`src/rtl/div_unit_if.sv`:
```
// Divider handshake bundle: request side (start/operands/cancel) and
// result side (stall/done/quotient/remainder/div_zero).
interface div_unit_if;
  logic        start;
  logic        signed_div;
  logic [31:0] operand_1;
  logic [31:0] operand_2;
  logic        cancel;
  logic        stall_req;
  logic        done;
  logic [31:0] quotient;
  logic [31:0] remainder;
  logic        div_zero;

  modport master (
    output start, signed_div, operand_1, operand_2, cancel,
    input  stall_req, done, quotient, remainder, div_zero
  );

  modport slave (
    input  start, signed_div, operand_1, operand_2, cancel,
    output stall_req, done, quotient, remainder, div_zero
  );
endinterface

```
`src/rtl/div_unit.sv`:
```
// Multi-cycle radix-2 restoring divider (DIV/DIVU) with pipeline stall,
// cancel and divide-by-zero handling. 32 iterations per non-zero divide.
module div_unit (
  input  logic        clk,
  input  logic        rst,
  div_unit_if.slave   bus
);

  typedef enum logic [1:0] {
    IDLE = 2'd0,
    CALC = 2'd1,
    DONE = 2'd2
  } state_t;

  state_t      state;
  logic [4:0]  count;
  logic [31:0] dividend;     // shifts left; quotient bits enter at the bottom
  logic [31:0] divisor;
  logic [31:0] partial;      // running remainder magnitude
  logic        neg_quo;
  logic        neg_rem;
  logic [31:0] result_quo;
  logic [31:0] result_rem;
  logic        zero_flag;
  logic        done_flag;

  logic        neg_1;
  logic        neg_2;
  logic [31:0] mag_1;
  logic [31:0] mag_2;
  logic [32:0] trial;
  logic        fits;
  logic [31:0] partial_step;
  logic [31:0] dividend_step;

  // Operand magnitudes; -2^31 maps to 0x80000000, which is exact as unsigned.
  always_comb begin
    neg_1 = bus.signed_div & bus.operand_1[31];
    neg_2 = bus.signed_div & bus.operand_2[31];
    mag_1 = neg_1 ? (~bus.operand_1 + 32'd1) : bus.operand_1;
    mag_2 = neg_2 ? (~bus.operand_2 + 32'd1) : bus.operand_2;
  end

  // One restoring step: shift in the next dividend bit, subtract if it fits.
  // The difference is below the divisor, so 32-bit subtraction is exact.
  always_comb begin
    trial         = {partial, dividend[31]};
    fits          = (trial >= {1'b0, divisor});
    partial_step  = fits ? (trial[31:0] - divisor) : trial[31:0];
    dividend_step = {dividend[30:0], fits};
  end

  // Main FSM: operand capture, iteration, result/sign fix-up, cancel.
  always_ff @(posedge clk or posedge rst) begin
    if (rst) begin
      state      <= IDLE;
      count      <= 5'd0;
      dividend   <= 32'd0;
      divisor    <= 32'd0;
      partial    <= 32'd0;
      neg_quo    <= 1'b0;
      neg_rem    <= 1'b0;
      result_quo <= 32'd0;
      result_rem <= 32'd0;
      zero_flag  <= 1'b0;
      done_flag  <= 1'b0;
    end else begin
      done_flag <= 1'b0;
      if (bus.cancel) begin
        // Abort: results keep their previous values, no done pulse.
        state <= IDLE;
        count <= 5'd0;
      end else begin
        case (state)
          IDLE: begin
            if (bus.start) begin
              dividend <= mag_1;
              divisor  <= mag_2;
              partial  <= 32'd0;
              neg_quo  <= neg_1 ^ neg_2;
              neg_rem  <= neg_1;
              count    <= 5'd0;
              if (bus.operand_2 == 32'd0) begin
                result_quo <= 32'hFFFF_FFFF;
                result_rem <= bus.operand_1;
                zero_flag  <= 1'b1;
                done_flag  <= 1'b1;
                state      <= DONE;
              end else begin
                state <= CALC;
              end
            end
          end
          CALC: begin
            dividend <= dividend_step;
            partial  <= partial_step;
            count    <= count + 5'd1;
            if (count == 5'd31) begin
              result_quo <= neg_quo ? (~dividend_step + 32'd1) : dividend_step;
              result_rem <= neg_rem ? (~partial_step + 32'd1) : partial_step;
              zero_flag  <= 1'b0;
              done_flag  <= 1'b1;
              state      <= DONE;
            end
          end
          DONE: begin
            state <= IDLE;
          end
          default: begin
            state <= IDLE;
          end
        endcase
      end
    end
  end

  // Stall is combinational so the issuing instruction holds in its own cycle.
  always_comb begin
    bus.stall_req = ~rst & (((state == IDLE) & bus.start & ~bus.cancel) | (state == CALC));
  end

  assign bus.done      = done_flag;
  assign bus.quotient  = result_quo;
  assign bus.remainder = result_rem;
  assign bus.div_zero  = zero_flag;

endmodule

```
`src/flat_wrapper.sv`:
```
// flat-port wrapper written by rule: the top's interface ports become plain ports
module div_unit_flat 
  (clk, rst, bus_start, bus_signed_div, bus_operand_1, bus_operand_2, bus_cancel, bus_stall_req, bus_done, bus_quotient, bus_remainder, bus_div_zero);
  div_unit_if bus_i ();
  input  logic clk;
  input  logic rst;
  input wire logic [$bits(bus_i.start)-1:0] bus_start;
  input wire logic [$bits(bus_i.signed_div)-1:0] bus_signed_div;
  input wire logic [$bits(bus_i.operand_1)-1:0] bus_operand_1;
  input wire logic [$bits(bus_i.operand_2)-1:0] bus_operand_2;
  input wire logic [$bits(bus_i.cancel)-1:0] bus_cancel;
  output wire logic [$bits(bus_i.stall_req)-1:0] bus_stall_req;
  output wire logic [$bits(bus_i.done)-1:0] bus_done;
  output wire logic [$bits(bus_i.quotient)-1:0] bus_quotient;
  output wire logic [$bits(bus_i.remainder)-1:0] bus_remainder;
  output wire logic [$bits(bus_i.div_zero)-1:0] bus_div_zero;
  assign bus_i.start = bus_start;
  assign bus_i.signed_div = bus_signed_div;
  assign bus_i.operand_1 = bus_operand_1;
  assign bus_i.operand_2 = bus_operand_2;
  assign bus_i.cancel = bus_cancel;
  assign bus_stall_req = bus_i.stall_req;
  assign bus_done = bus_i.done;
  assign bus_quotient = bus_i.quotient;
  assign bus_remainder = bus_i.remainder;
  assign bus_div_zero = bus_i.div_zero;
  div_unit u_core (.clk(clk), .rst(rst), .bus(bus_i));
endmodule
```
`config.mk`:
```
export PLATFORM = sky130hd
export DESIGN_NAME = div_unit_flat
export DESIGN_NICKNAME = d
export VERILOG_FILES = /design/src/rtl/div_unit_if.sv /design/src/rtl/div_unit.sv /design/src/flat_wrapper.sv
export SDC_FILE = /design/constraint.sdc
export NUM_CORES = 1
export LEC_CHECK = 0
export BUFFER_PORTS_ARGS = -buffer_cell sky130_fd_sc_hd__buf_2
export CORE_MARGIN = 3
export CORE_UTILIZATION = 54
export CTS_CLUSTER_DIAMETER = 120
export DETAILED_ROUTE_END_ITERATION = 16
export PLACE_DENSITY = 0.77
export SKIP_CTS_REPAIR_TIMING = 1
export SYNTH_ARGS = -nofsm -noshare
export SYNTH_HDL_FRONTEND = slang
export SYNTH_SLANG_ARGS = --single-unit
```
`constraint.sdc`:
```
create_clock -name clk -period 5.8 [get_ports clk]
set_clock_uncertainty 0.1 [all_clocks]
set_input_delay 1.16 -clock clk [delete_from_list [all_inputs] [get_ports clk]]
set_output_delay 1.16 -clock clk [all_outputs]
set_load 0.02 [all_outputs]
```
# Yosys cells after proc, flatten, opt, wreduce, memory -nomap -nowiden
# Index checks and enable logic that the tools add are counted.
# classes
n_addsub	6
n_lt_le_gt_ge	1
n_eq_ne	7
muxes	34
n_bitwise	13
n_reduce_logical	9
# ops
operator	count
$mux W32	13
$pmux W32 S2	4
$add A32 B1 Y32 const B	4
$not A32 Y32	4
$ge A33 B32 Y1	1
$logic_not A32 Y1	1
$sub A32 B32 Y32	1
$mux W5	2
$pmux W5 S2	1
$mux W2	4
$mux W1	7
$reduce_and A3 Y1	2
$add A5 B1 Y5 const B	1
$and A1 B1 Y1	5
$eq A5 B5 Y1 const B	1
$reduce_and A5 Y1	1
$ne A2 B1 Y1 const B	2
$pmux W1 S2	2
$pmux W2 S2	1
$reduce_and A2 Y1	2
$ne A3 B2 Y1 const B	1
$ne A3 B3 Y1 const B	1
$reduce_bool A3 Y1	1
$eq A2 B1 Y1 const B	1
other kinds (6)	7
# word_totals
regBits	171
inputBits	69
output_inout_bits	67
elab_cells	81

# Depth between registers and ports, before layout
# Gate-level depths: netlist of the first run.
# depth
ltp_word	7
depth_mapped	25
ltp_nobuf	19

# Worst setup path after synthesis of the first run
# No wires, ideal clock.
# synth_timing
path_kind	register to register
start	register u_core.partial[6]
end	register u_core.result_rem[26] (netlist: u_core.bus.remainder[26])
setup_ns	0.077
arrival_ns	4.931
required_ns	5.623
path_slack_ns	0.691
stages_incl_launch_ff	23
n_path_buf	5
period_less_slack_ns	5.109
cell_sequence	dfrtp_1 > ha_1 > buf_2 > and4_1 > and3_1 > o2111ai_2 > a311oi_2 > or2_1 > buf_6 > buf_2 > buf_2 > buf_2 > nand2_1 > o21ai_0 > ha_1 > nand3b_1 > or4b_2 > nor4_1 > o211ai_1 > o41ai_1 > xnor2_1 > nand2_1 > a21oi_1
# synth_via
elab_chain_len	7
elab_cells_between_ends	8
classes_between	2 x add/sub; 1 x order compare; 4 x mux; 1 x bitwise
# synth_lines
element	line	source
start: declaration	div_unit.sv:19	logic [31:0] partial;
start signal: assignment	div_unit.sv:96	partial <= partial_step;
$sub A32 B32 Y32 or $ge A33 B32 Y1 (tied branches)	div_unit.sv:49, div_unit.sv:48	
$mux W32 (*)	div_unit.sv:49	partial_step = fits ? (trial[31:0] - divisor) : trial[31:0];
$not A32 Y32	div_unit.sv:100	result_rem <= neg_rem ? (~partial_step + 32'd1) : partial_step;
$add A32 B1 Y32	div_unit.sv:100	
$mux W32 (*)	div_unit.sv:100	
$mux W32 (*)	div_unit.sv:98	if (count == 5'd31) begin
$pmux W32 S2 (*)	div_unit.sv:74	case (state)
end signal: assignment	div_unit.sv:85	result_rem <= bus.operand_1;
end signal: assignment	div_unit.sv:100	
end: declaration	div_unit.sv:23	logic [31:0] result_rem;
# Every way passes the cells marked *; elsewhere a longest branch is shown, timed or not. The select of a mux whose other input is x is not followed.
# A chain may end at the register's enable or synchronous reset.

# Worst setup path in the final report of the first run
# layout_timing
start	register u_core.partial[19]
end	register u_core.result_rem[26] (netlist: u_core.bus.remainder[26])
# The elaborated chain is that of the path after synthesis.

==> results_dict.tcl, run 1 <==
set metrics [dict create \
    antenna_found_initial 0 \
    cap_viol_max_count 0 \
    htree_levels 4 \
    drc_errors 0 \
    cts_buffers 17 \
    grt_max_degree 172 \
    start_util_pct 55.3 \
    clk_root_buffer_cell "clkbuf_16" \
    start_kind "flip-flop" \
    powerDensity_nw_per_um2 567 \
    seq_area_um2 4280 \
    vias 11400 \
    design_area_um2 13600 \
    finalSetupViolCount 0 \
    status "complete, no violations" \
    hold_start "u_core.bus.remainder[0]" \
    cts_tree "done" \
    placementRows 54 \
    layout_commonest_cell "nand2_1" \
    cellLeakagePower_nw 5.87 \
    ioPinCount 136 \
    grtUsageTotal_pct 26.8 \
    final_cells 1906 \
    clk_latency_ns 0.44 \
    synth-edff-count 0 \
    cts_buffer_depth 2 \
    netlist_area_um2 12100 \
    die_h_um 156 \
    ir_worst_vdd_uv 317 \
    die-area_um2 24300 \
    dr.pass1.iters 5 \
    multi_input_area_um2 7340 \
    syn_avg_cell_area_um2 7.93 \
    mostFrequentLayoutCells "200 x nand2_1, 171 x dfrtp_1, 167 x o21ai_0, 159 x a21oi_1, 150 x nor2_1" \
    r2r-end "u_core.bus.remainder[26]" \
    synth_area_leaders "dfrtp_1 35%, o21ai_0 6.9%, a21oi_1 6.6%, xor2_1 6.4%, nand2_1 6.2%" \
    setup_tns_ns 0 \
    viasPerCell 5.97 \
    async_flop_share_pct 100 \
    drt.antenna.violating_nets 0 \
    fillers 1942 \
    synth_top_area_share_pct 35.2 \
    nNetsFinal 1721 \
    drive_gt1_share_pct 13.0 \
    min_to "u_core.bus.remainder[0]" \
    dp.cells 1874 \
    port_buffers 135 \
    fmax_mhz 188 \
    fin_crit_ns 5.31 \
    hold_depth 1 \
    synth_warnings 0 \
    cts_sinks 171 \
    relSlewSlack_pct 25.6 \
    drt_iter0_drc 1033 \
    synth.distinct_cells 76 \
    finalMaxSlewViolations 0 \
    die_w_um 156 \
    synth_flop_cell "dfrtp_1" \
    cp-end-kind "flip-flop" \
    postSynthCellCount 1532 \
    hold_class "reg2reg" \
    yosysSeqAreaShare_pct 35.2 \
    core_area_um2 22000 \
    reg2reg_from "u_core.partial[19]" \
    synth_largest_area_cell "dfrtp_1" \
    reg2reg_depth 16 \
    ys_ff_latch 171 \
    path_class "reg2reg" \
    hold_viol 0 \
    syn_nets 1640 \
    wl_per_cell_um 17.3 \
    cp_max_fo 6 \
    grt_pass1_vias 10300 \
    dpl.hpwl_um 24800 \
    area_growth_pct 11.6 \
    place_area_um2 13000 \
    grt_overflow_total 0 \
    rrSetupSlack_ns 0.49 \
    antenna_cells 0 \
    cp.required_ns 6.07 \
    path_clk_slew_ns 0.07 \
    globalplace.congestion 1.00 \
    grt_pass1_wl_um 53000 \
    cp.arrival_ns 5.58 \
    routed_wl_um 33000 \
    fin_crit_sh_pct 91.6 \
    tightest_slew_ns 1.12 \
    rsz0062_at_grt "false" \
]
## cells by family (layout without fill, tap and decap cells)
| group | Yosys count | after routing | synth area share [%] |
|---|---|---|---|
| AO/OA/AOI/OAI | 484 | 484 | 23.8 |
| XOR/XNOR | 132 | 132 | 9.52 |
| adder cells (fa/ha/maj) | 39 | 39 | 4.08 |
| buffers and inverters | 139 | 233 | 4.52 |
| flip-flops | 171 | 171 | 35.2 |
| multiplexers | 25 | 25 | 2.10 |
| AND/OR/NAND/NOR | 542 | 542 | 20.7 |
## where the power goes
part / internal, W / switching [W]
Sequential: 0.00155 / 0.000360
Combinational: 0.00170 / 0.00293
Clock: 0.000588 / 0.000557
Total: 0.00383 / 0.00385
## registers in the layout (all words and copies together) (netlist names)
name,count
u_core.count,5
u_core.neg_rem,1
u_core.bus.div_zero,1
u_core.neg_quo,1
u_core.bus.remainder,32
u_core.state,2
u_core.dividend,32
u_core.bus.quotient,32
u_core.divisor,32
u_core.bus.done,1
u_core.partial,32
## layout make-up
type | count | share of cell area (%)
inverter | 51 | 1.46
multi-input combinational | 1222 | 54.2
clock inverter | 14 | 1.10
timing repair buffer | 150 | 5.91
sequential | 171 | 31.6
clock buffer | 18 | 3.24
tap | 280 | 2.58
## through the flow
step | util (%) | hold slack, ns | worst slack, ns | power [W]
2_1_floorplan | - | 0.350 | 0.691 | 0.00527
3_3_place_gp | 59.1 | 0.359 | 0.730 | 0.00640
3_5_place_dp | 59.1 | 0.365 | 0.592 | 0.00647
4_1_cts | 61.8 | 0.381 | 0.583 | 0.00762
5_1_grt | 61.8 | 0.403 | 0.174 | 0.00826
6_report | 61.8 | 0.375 | 0.487 | 0.00768
## synth_stat cells (4+ instances only)
cell	instances
or4_1	10
nand3_1	20
a21oi_1	159
xor2_1	89
nand2_1	200
and3_1	19
a22oi_1	5
clkbuf_1	64
mux2i_1	21
nand2b_1	14
mux2_2	4
nor2_1	151
a211oi_1	9
a21o_1	10
a31oi_1	23
nor2b_1	5
or2_2	5
o31ai_1	27
a22o_1	4
nor4_1	15
o21ai_0	167
o211ai_1	11
dfrtp_1	171
and2_1	8
buf_1	9
o21ai_1	4
nand3b_1	5
nand4_1	17
inv_1	50
a221oi_1	4
nor3_1	33
buf_2	14
o41ai_1	12
or3_1	21
xnor2_1	43
ha_1	38
o21a_1	6
## worst max-delay path by stage
| stage | startpoint | end | slack, ns | cells past startpoint |
|---|---|---|---|---|
| finish | u_core.partial[19] | u_core.bus.remainder[26] | 0.49 | 16 |
| global route | u_core.partial[19] | u_core.bus.remainder[30] | 0.17 | 16 |
| CTS | u_core.partial[19] | u_core.bus.remainder[26] | 0.58 | 16 |
| global placement | u_core.partial[19] | u_core.bus.remainder[26] | 0.73 | 16 |
| detailed placement | u_core.partial[19] | u_core.bus.remainder[26] | 0.59 | 16 |
| floorplan | u_core.partial[6] | u_core.bus.remainder[26] | 0.69 | 22 |
## layer usage
| layer | wire length [um] | track usage [%] | up-vias |
|---|---|---|---|
| met5 | 0 | 0 | - |
| met2 | 14700 | 42.6 | 440 |
| met4 | 698 | 7.11 | 0 |
| met1 | 15200 | 38.2 | 5286 |
| met3 | 2370 | 4.55 | 46 |
| li1 | - | - | 5611 |
## worst max-delay path: stages (launching register included)
cell and delay, ns:
dfrtp_1 0.44, ha_1 0.40, a21oi_1 0.40, o211ai_1 0.19, a21boi_0 0.26, o211ai_1 0.19, or2_2 0.43, o21ai_0 0.37
ha_1 0.28, nand3b_1 0.11, or4b_2 0.68, nor4_1 0.28, o211ai_1 0.25, o41ai_1 0.44, xnor2_1 0.17, nand2_1 0.08
a21oi_1 0.17
(Power assumes the default switching activity.)
==> inputs of run 2 (changes only) <==
--- a/config.mk
+++ b/config.mk
@@ -5,12 +5,12 @@
 export SDC_FILE = /design/constraint.sdc
 export NUM_CORES = 1
 export LEC_CHECK = 0
-export BUFFER_PORTS_ARGS = -buffer_cell sky130_fd_sc_hd__buf_2
 export CORE_MARGIN = 3
-export CORE_UTILIZATION = 54
+export CORE_UTILIZATION = 58
 export CTS_CLUSTER_DIAMETER = 120
 export DETAILED_ROUTE_END_ITERATION = 16
-export PLACE_DENSITY = 0.77
+export DONT_BUFFER_PORTS = 1
+export PLACE_DENSITY = 0.76
 export SKIP_CTS_REPAIR_TIMING = 1
 export SYNTH_ARGS = -nofsm -noshare
 export SYNTH_HDL_FRONTEND = slang
==> run 2 against run 1 <==
Global-route usage rose by 2.6 points. Wire length rose by 1.9%. Power decreased by 2.7%. Clock power about the same. Critical path depth unchanged. Clock-buffer cell count stayed put. Worst hold slack improved by 0.0066 ns. Via count fell by 4.0%. Largest cell class unchanged. Largest power group unchanged.
==> results_dict.tcl, run 2 (same netlist as run 1, synthesis figures left out) <==
set metrics [dict create \
    status "complete, no violations" \
    start_kind "flip-flop" \
    finalSetupViolCount 0 \
    startpoint "u_core.partial[19]" \
    fmax_mhz 188 \
    antenna_found_initial 0 \
    final_cells 1762 \
    cellLeakagePower_nw 5.37 \
    wl_per_cell_um 19.1 \
    nNetsFinal 1587 \
    clk_root_buffer_cell "clkbuf_16" \
    die_w_um 151 \
    grt_overflow_total 0 \
    fin_crit_ns 5.31 \
    die-area_um2 22700 \
    clk_latency_ns 0.43 \
    cp_max_fo 6 \
    finalMaxSlewViolations 0 \
    core_area_um2 20400 \
    powerDensity_nw_per_um2 581 \
    fin_crit_sh_pct 91.6 \
    seq_power_share_pct 29.1 \
    dp.cells 1730 \
    port_buffers 0 \
    mostFrequentLayoutCells "200 x nand2_1, 171 x dfrtp_1, 167 x o21ai_0, 159 x a21oi_1, 150 x nor2_1" \
    globalplace.congestion 0.950 \
    area_growth_pct 6.01 \
    cts_tree "done" \
    routed_wl_um 33600 \
    power_switching_w 0.00379 \
    tightest_slew_ns 1.16 \
    rrSetupSlack_ns 0.49 \
    cp-end-kind "flip-flop" \
    drt_iter0_drc 877 \
    r2r-end "u_core.bus.remainder[28]" \
    reg2reg_depth 16 \
    rsz0062_at_grt "false" \
    viasPerCell 6.20 \
    setup_ws_ns 0.485 \
    swShare_pct 50.7 \
    combPwrFrac_pct 55.5 \
    cts_buffers 17 \
    cts_sinks 171 \
    die_h_um 151 \
    setup_tns_ns 0 \
    drc_errors 0 \
    layout_commonest_cell "nand2_1" \
    crit_path_end "u_core.bus.remainder[28]" \
    final_util_pct 63.0 \
    drt.antenna.violating_nets 0 \
    hold_class "reg2reg" \
    dp_slack_ns 0.611 \
    cp.arrival_ns 5.57 \
    antenna_cells 0 \
    htree_levels 4 \
    internal_power_w 0.00369 \
    power.clock.fraction_pct 15.4 \
    vias 10900 \
    path_clk_slew_ns 0.08 \
    cap_viol_max_count 0 \
    grtUsageTotal_pct 29.5 \
    relSlewSlack_pct 22.5 \
    dpl.hpwl_um 25000 \
    grt_max_degree 128 \
    start_util_pct 59.5 \
    drive_gt1_share_pct 5.23 \
    reg2reg_from "u_core.partial[19]" \
    ioPinCount 136 \
    cp.required_ns 6.06 \
    path_class "reg2reg" \
    hold_ws_ns 0.382 \
    dr.pass1.iters 6 \
    placementRows 52 \
    ir_worst_vdd_uv 360 \
    grt_pass1_vias 10200 \
    cts_buffer_depth 2 \
    grt_pass1_wl_um 53600 \
    hold_viol 0 \
]
run 2: cell types whose count changed in the layout (fill, tap and decap cells not counted), sizes merged:
cell,change
buf,-134
run 2: per-layer routing:
metal  global-route usage (%)  routed length, um  vias up
met5                        0                  0        -
met4                     7.98                704        0
met3                     5.72               2550       40
met2                     47.0              15500      401
met1                     41.2              14800     5122
li1                         -                  -     5364
run 2: per-stage QoR:
step	power [W]	instance area [um2]
global route	0.00801	12900
finish	0.00748	12900
CTS	0.00741	12900
global placement	0.00620	12300
detailed placement	0.00626	12300
floorplan	0.00527	12200
run 2: power groups by stage:
stage / Clock (W) / Combinational (W) / Sequential (W)
6_report: 0.00115 / 0.00415 / 0.00218
5_1_grt: 0.00121 / 0.00456 / 0.00224
4_1_cts: 0.00116 / 0.00408 / 0.00217
3_5_place_dp: 0 / 0.00406 / 0.00220
3_3_place_gp: 0 / 0.00402 / 0.00217
2_1_floorplan: 0 / 0.00324 / 0.00204
run 2: area by class of cell:
type | instances | area [um2]
clock buffers | 18 | 439
well taps | 270 | 338
repair buffers | 16 | 133
multi-input cells | 1222 | 7340
fillers | 1860 | 7550
flip-flops and latches | 171 | 4280
clock inverters | 14 | 146
inverters | 51 | 198
run 2: worst min path at each step:
stage | start | to | slack [ns] | depth (start not counted)
2_1_floorplan | u_core.divisor[10] | u_core.divisor[10] | 0.35 | 2
3_3_place_gp | u_core.divisor[12] | u_core.divisor[12] | 0.36 | 2
3_5_place_dp | u_core.divisor[9] | u_core.divisor[9] | 0.37 | 2
4_1_cts | u_core.divisor[9] | u_core.divisor[9] | 0.39 | 2
5_1_grt | u_core.divisor[26] | u_core.divisor[26] | 0.40 | 2
6_report | u_core.divisor[17] | u_core.divisor[17] | 0.38 | 2
run 2: worst max-delay path: stages (launching register included):
cell and delay (ns):
dfrtp_1 0.45, ha_1 0.40, a21oi_1 0.40, o211ai_1 0.18
a21boi_0 0.32, o211ai_1 0.23, or2_2 0.41, o21ai_0 0.33
ha_1 0.29, nand3b_1 0.11, or4b_2 0.68, nor4_1 0.27
o211ai_1 0.24, nor3_1 0.37, a21oi_1 0.14, xor2_1 0.17
a21oi_1 0.17
==> inputs of run 3 (changes only) <==
--- a/config.mk
+++ b/config.mk
@@ -10,7 +10,7 @@
 export CTS_CLUSTER_DIAMETER = 120
 export DETAILED_ROUTE_END_ITERATION = 16
 export DONT_BUFFER_PORTS = 1
-export PLACE_DENSITY = 0.76
+export PLACE_DENSITY = 0.84
 export SKIP_CTS_REPAIR_TIMING = 1
 export SYNTH_ARGS = -nofsm -noshare
 export SYNTH_HDL_FRONTEND = slang
==> run 3 against run 2 <==
Setup slack worse by 0.027 ns. Largest power group unchanged. Die area stayed put. Clock power hardly changed. Wire length is 0.28% lower. Critical path type unchanged. Power is 0.37% lower. First-iteration DRC count is 14% higher. Sequential cell count stayed put. Non-clock buffer count is 2 lower. Sequential power hardly changed. Fmax is 0.51% lower. Clock-buffer cell count stayed put. Global-route usage is 0.20 points lower.
==> results_dict.tcl, run 3 (same netlist as run 1, synthesis figures left out) <==
set metrics [dict create \
    status "complete, no violations" \
    min_to "u_core.divisor[8]" \
    setup_tns_ns 0 \
    relSlewSlack_pct 24.6 \
    cellLeakagePower_nw 5.35 \
    htree_levels 4 \
    die_w_um 151 \
    reg2reg_from "u_core.partial[22]" \
    cts_tree "done" \
    r2r-end "u_core.bus.remainder[30]" \
    power_switching_w 0.00378 \
    cts_sinks 171 \
    cp.arrival_ns 5.60 \
    powerDensity_nw_per_um2 579 \
    seq_area_um2 4280 \
    drive_gt1_share_pct 5.03 \
    start_util_pct 59.5 \
    area_growth_pct 5.84 \
    cts_buffers 17 \
    drt_iter0_drc 997 \
    cp-end-kind "flip-flop" \
    cp_max_fo 12 \
    internal_power_w 0.00367 \
    ioPinCount 136 \
    rrSetupSlack_ns 0.46 \
    layout_commonest_cell "nand2_1" \
    fin_crit_ns 5.34 \
    clk_latency_ns 0.44 \
    die-area_um2 22700 \
    globalplace.congestion 0.988 \
    start_kind "flip-flop" \
    hold_viol 0 \
    clk_root_buffer_cell "clkbuf_16" \
    reg2reg_depth 16 \
    path_class "reg2reg" \
    die_h_um 151 \
    fillers 1786 \
    design_area_um2 12900 \
    viasPerCell 6.29 \
    cts_buffer_depth 2 \
    ir_worst_vdd_uv 398 \
    wl_per_cell_um 19.0 \
    power.clock.fraction_pct 15.3 \
    antenna_found_initial 0 \
    cp.required_ns 6.06 \
    finalSetupViolCount 0 \
    fmax_mhz 187 \
    placementRows 52 \
    cap_viol_max_count 0 \
    grt_overflow_total 0 \
    finalMaxSlewViolations 0 \
    dr.pass1.iters 5 \
    drt.antenna.violating_nets 0 \
    mostFrequentLayoutCells "200 x nand2_1, 171 x dfrtp_1, 167 x o21ai_0, 159 x a21oi_1, 150 x nor2_1" \
    multi_input_area_um2 7340 \
    routed_wl_um 33500 \
    grtUsageTotal_pct 29.3 \
    fin_crit_sh_pct 92.1 \
    power.total_w 0.00745 \
    nNetsFinal 1585 \
    antenna_cells 0 \
    place_area_um2 12300 \
    grt_max_degree 133 \
    tightest_slew_ns 1.13 \
    grt_pass1_wl_um 53600 \
    drc_errors 0 \
    combPwrFrac_pct 55.5 \
    vias 11100 \
    hold_depth 2 \
    hold_start "u_core.divisor[8]" \
    rsz0062_at_grt "false" \
    swShare_pct 50.8 \
    core_area_um2 20400 \
    dpl.hpwl_um 25000 \
    seq_power_share_pct 29.3 \
    grt_pass1_vias 10300 \
    path_clk_slew_ns 0.08 \
    hold_class "reg2reg" \
    port_buffers 0 \
]
-- run 3: per-stage QoR --
stage	util [%]	worst slack, ns	cells	hold WS [ns]
6_report	62.9	0.458	1760	0.382
3_3_place_gp	60.1	0.688	1728	0.361
3_5_place_dp	60.1	0.516	1728	0.371
2_1_floorplan	-	0.691	1532	0.350
4_1_cts	62.9	0.495	1760	0.388
5_1_grt	62.9	0.163	1760	0.408
-- run 3: power groups by stage --
stage | combinational (W) | sequential (W) | clock [W]
final | 0.00413 | 0.00218 | 0.00114
after global routing | 0.00456 | 0.00223 | 0.00120
after CTS | 0.00407 | 0.00217 | 0.00115
after detailed placement | 0.00406 | 0.00219 | 0
after global placement | 0.00400 | 0.00217 | 0
after floorplan | 0.00324 | 0.00204 | 0
-- run 3: layout make-up --
cell class                 instances  area share (%)
tap                              270            2.63
clock inverter                    14            1.18
clock buffer                      18            3.34
multi-input combinational       1222            57.1
timing repair buffer              14           0.915
inverter                          51            1.54
sequential                       171            33.3
-- run 3: how the worst max path moves through the flow --
| stage | startpoint | to | slack, ns | depth (start not counted) |
|---|---|---|---|---|
| final | u_core.partial[22] | u_core.bus.remainder[30] | 0.46 | 16 |
| after global routing | u_core.partial[22] | u_core.bus.remainder[26] | 0.16 | 16 |
| after CTS | u_core.partial[25] | u_core.bus.remainder[30] | 0.50 | 16 |
| after detailed placement | u_core.partial[25] | u_core.bus.remainder[30] | 0.52 | 16 |
| after global placement | u_core.partial[25] | u_core.bus.remainder[26] | 0.69 | 16 |
| after floorplan | u_core.partial[6] | u_core.bus.remainder[26] | 0.69 | 22 |
-- run 3: critical path, cell delays in order, from the launching register on --
cell and delay, ns:
dfrtp_1 0.44, ha_1 0.46, a21o_1 0.24, a21oi_1 0.17, a21boi_0 0.33, o211ai_1 0.28, or2_2 0.45, o21ai_0 0.33
ha_1 0.28, nand3b_1 0.11, or4b_2 0.70, nor4_1 0.28, o211ai_1 0.24, nor3_1 0.37, a31oi_1 0.16, xor2_1 0.17
o21ai_0 0.16
-- run 3: layer usage --
layer / vias up / part of all wire [%] / global-route usage (%)
met1: 5196 / 43 / 41.1
met5: - / 0 / 0
met4: 0 / 3.1 / 11.2
met2: 461 / 45 / 45.4
li1: 5362 / - / -
met3: 60 / 8.6 / 4.94
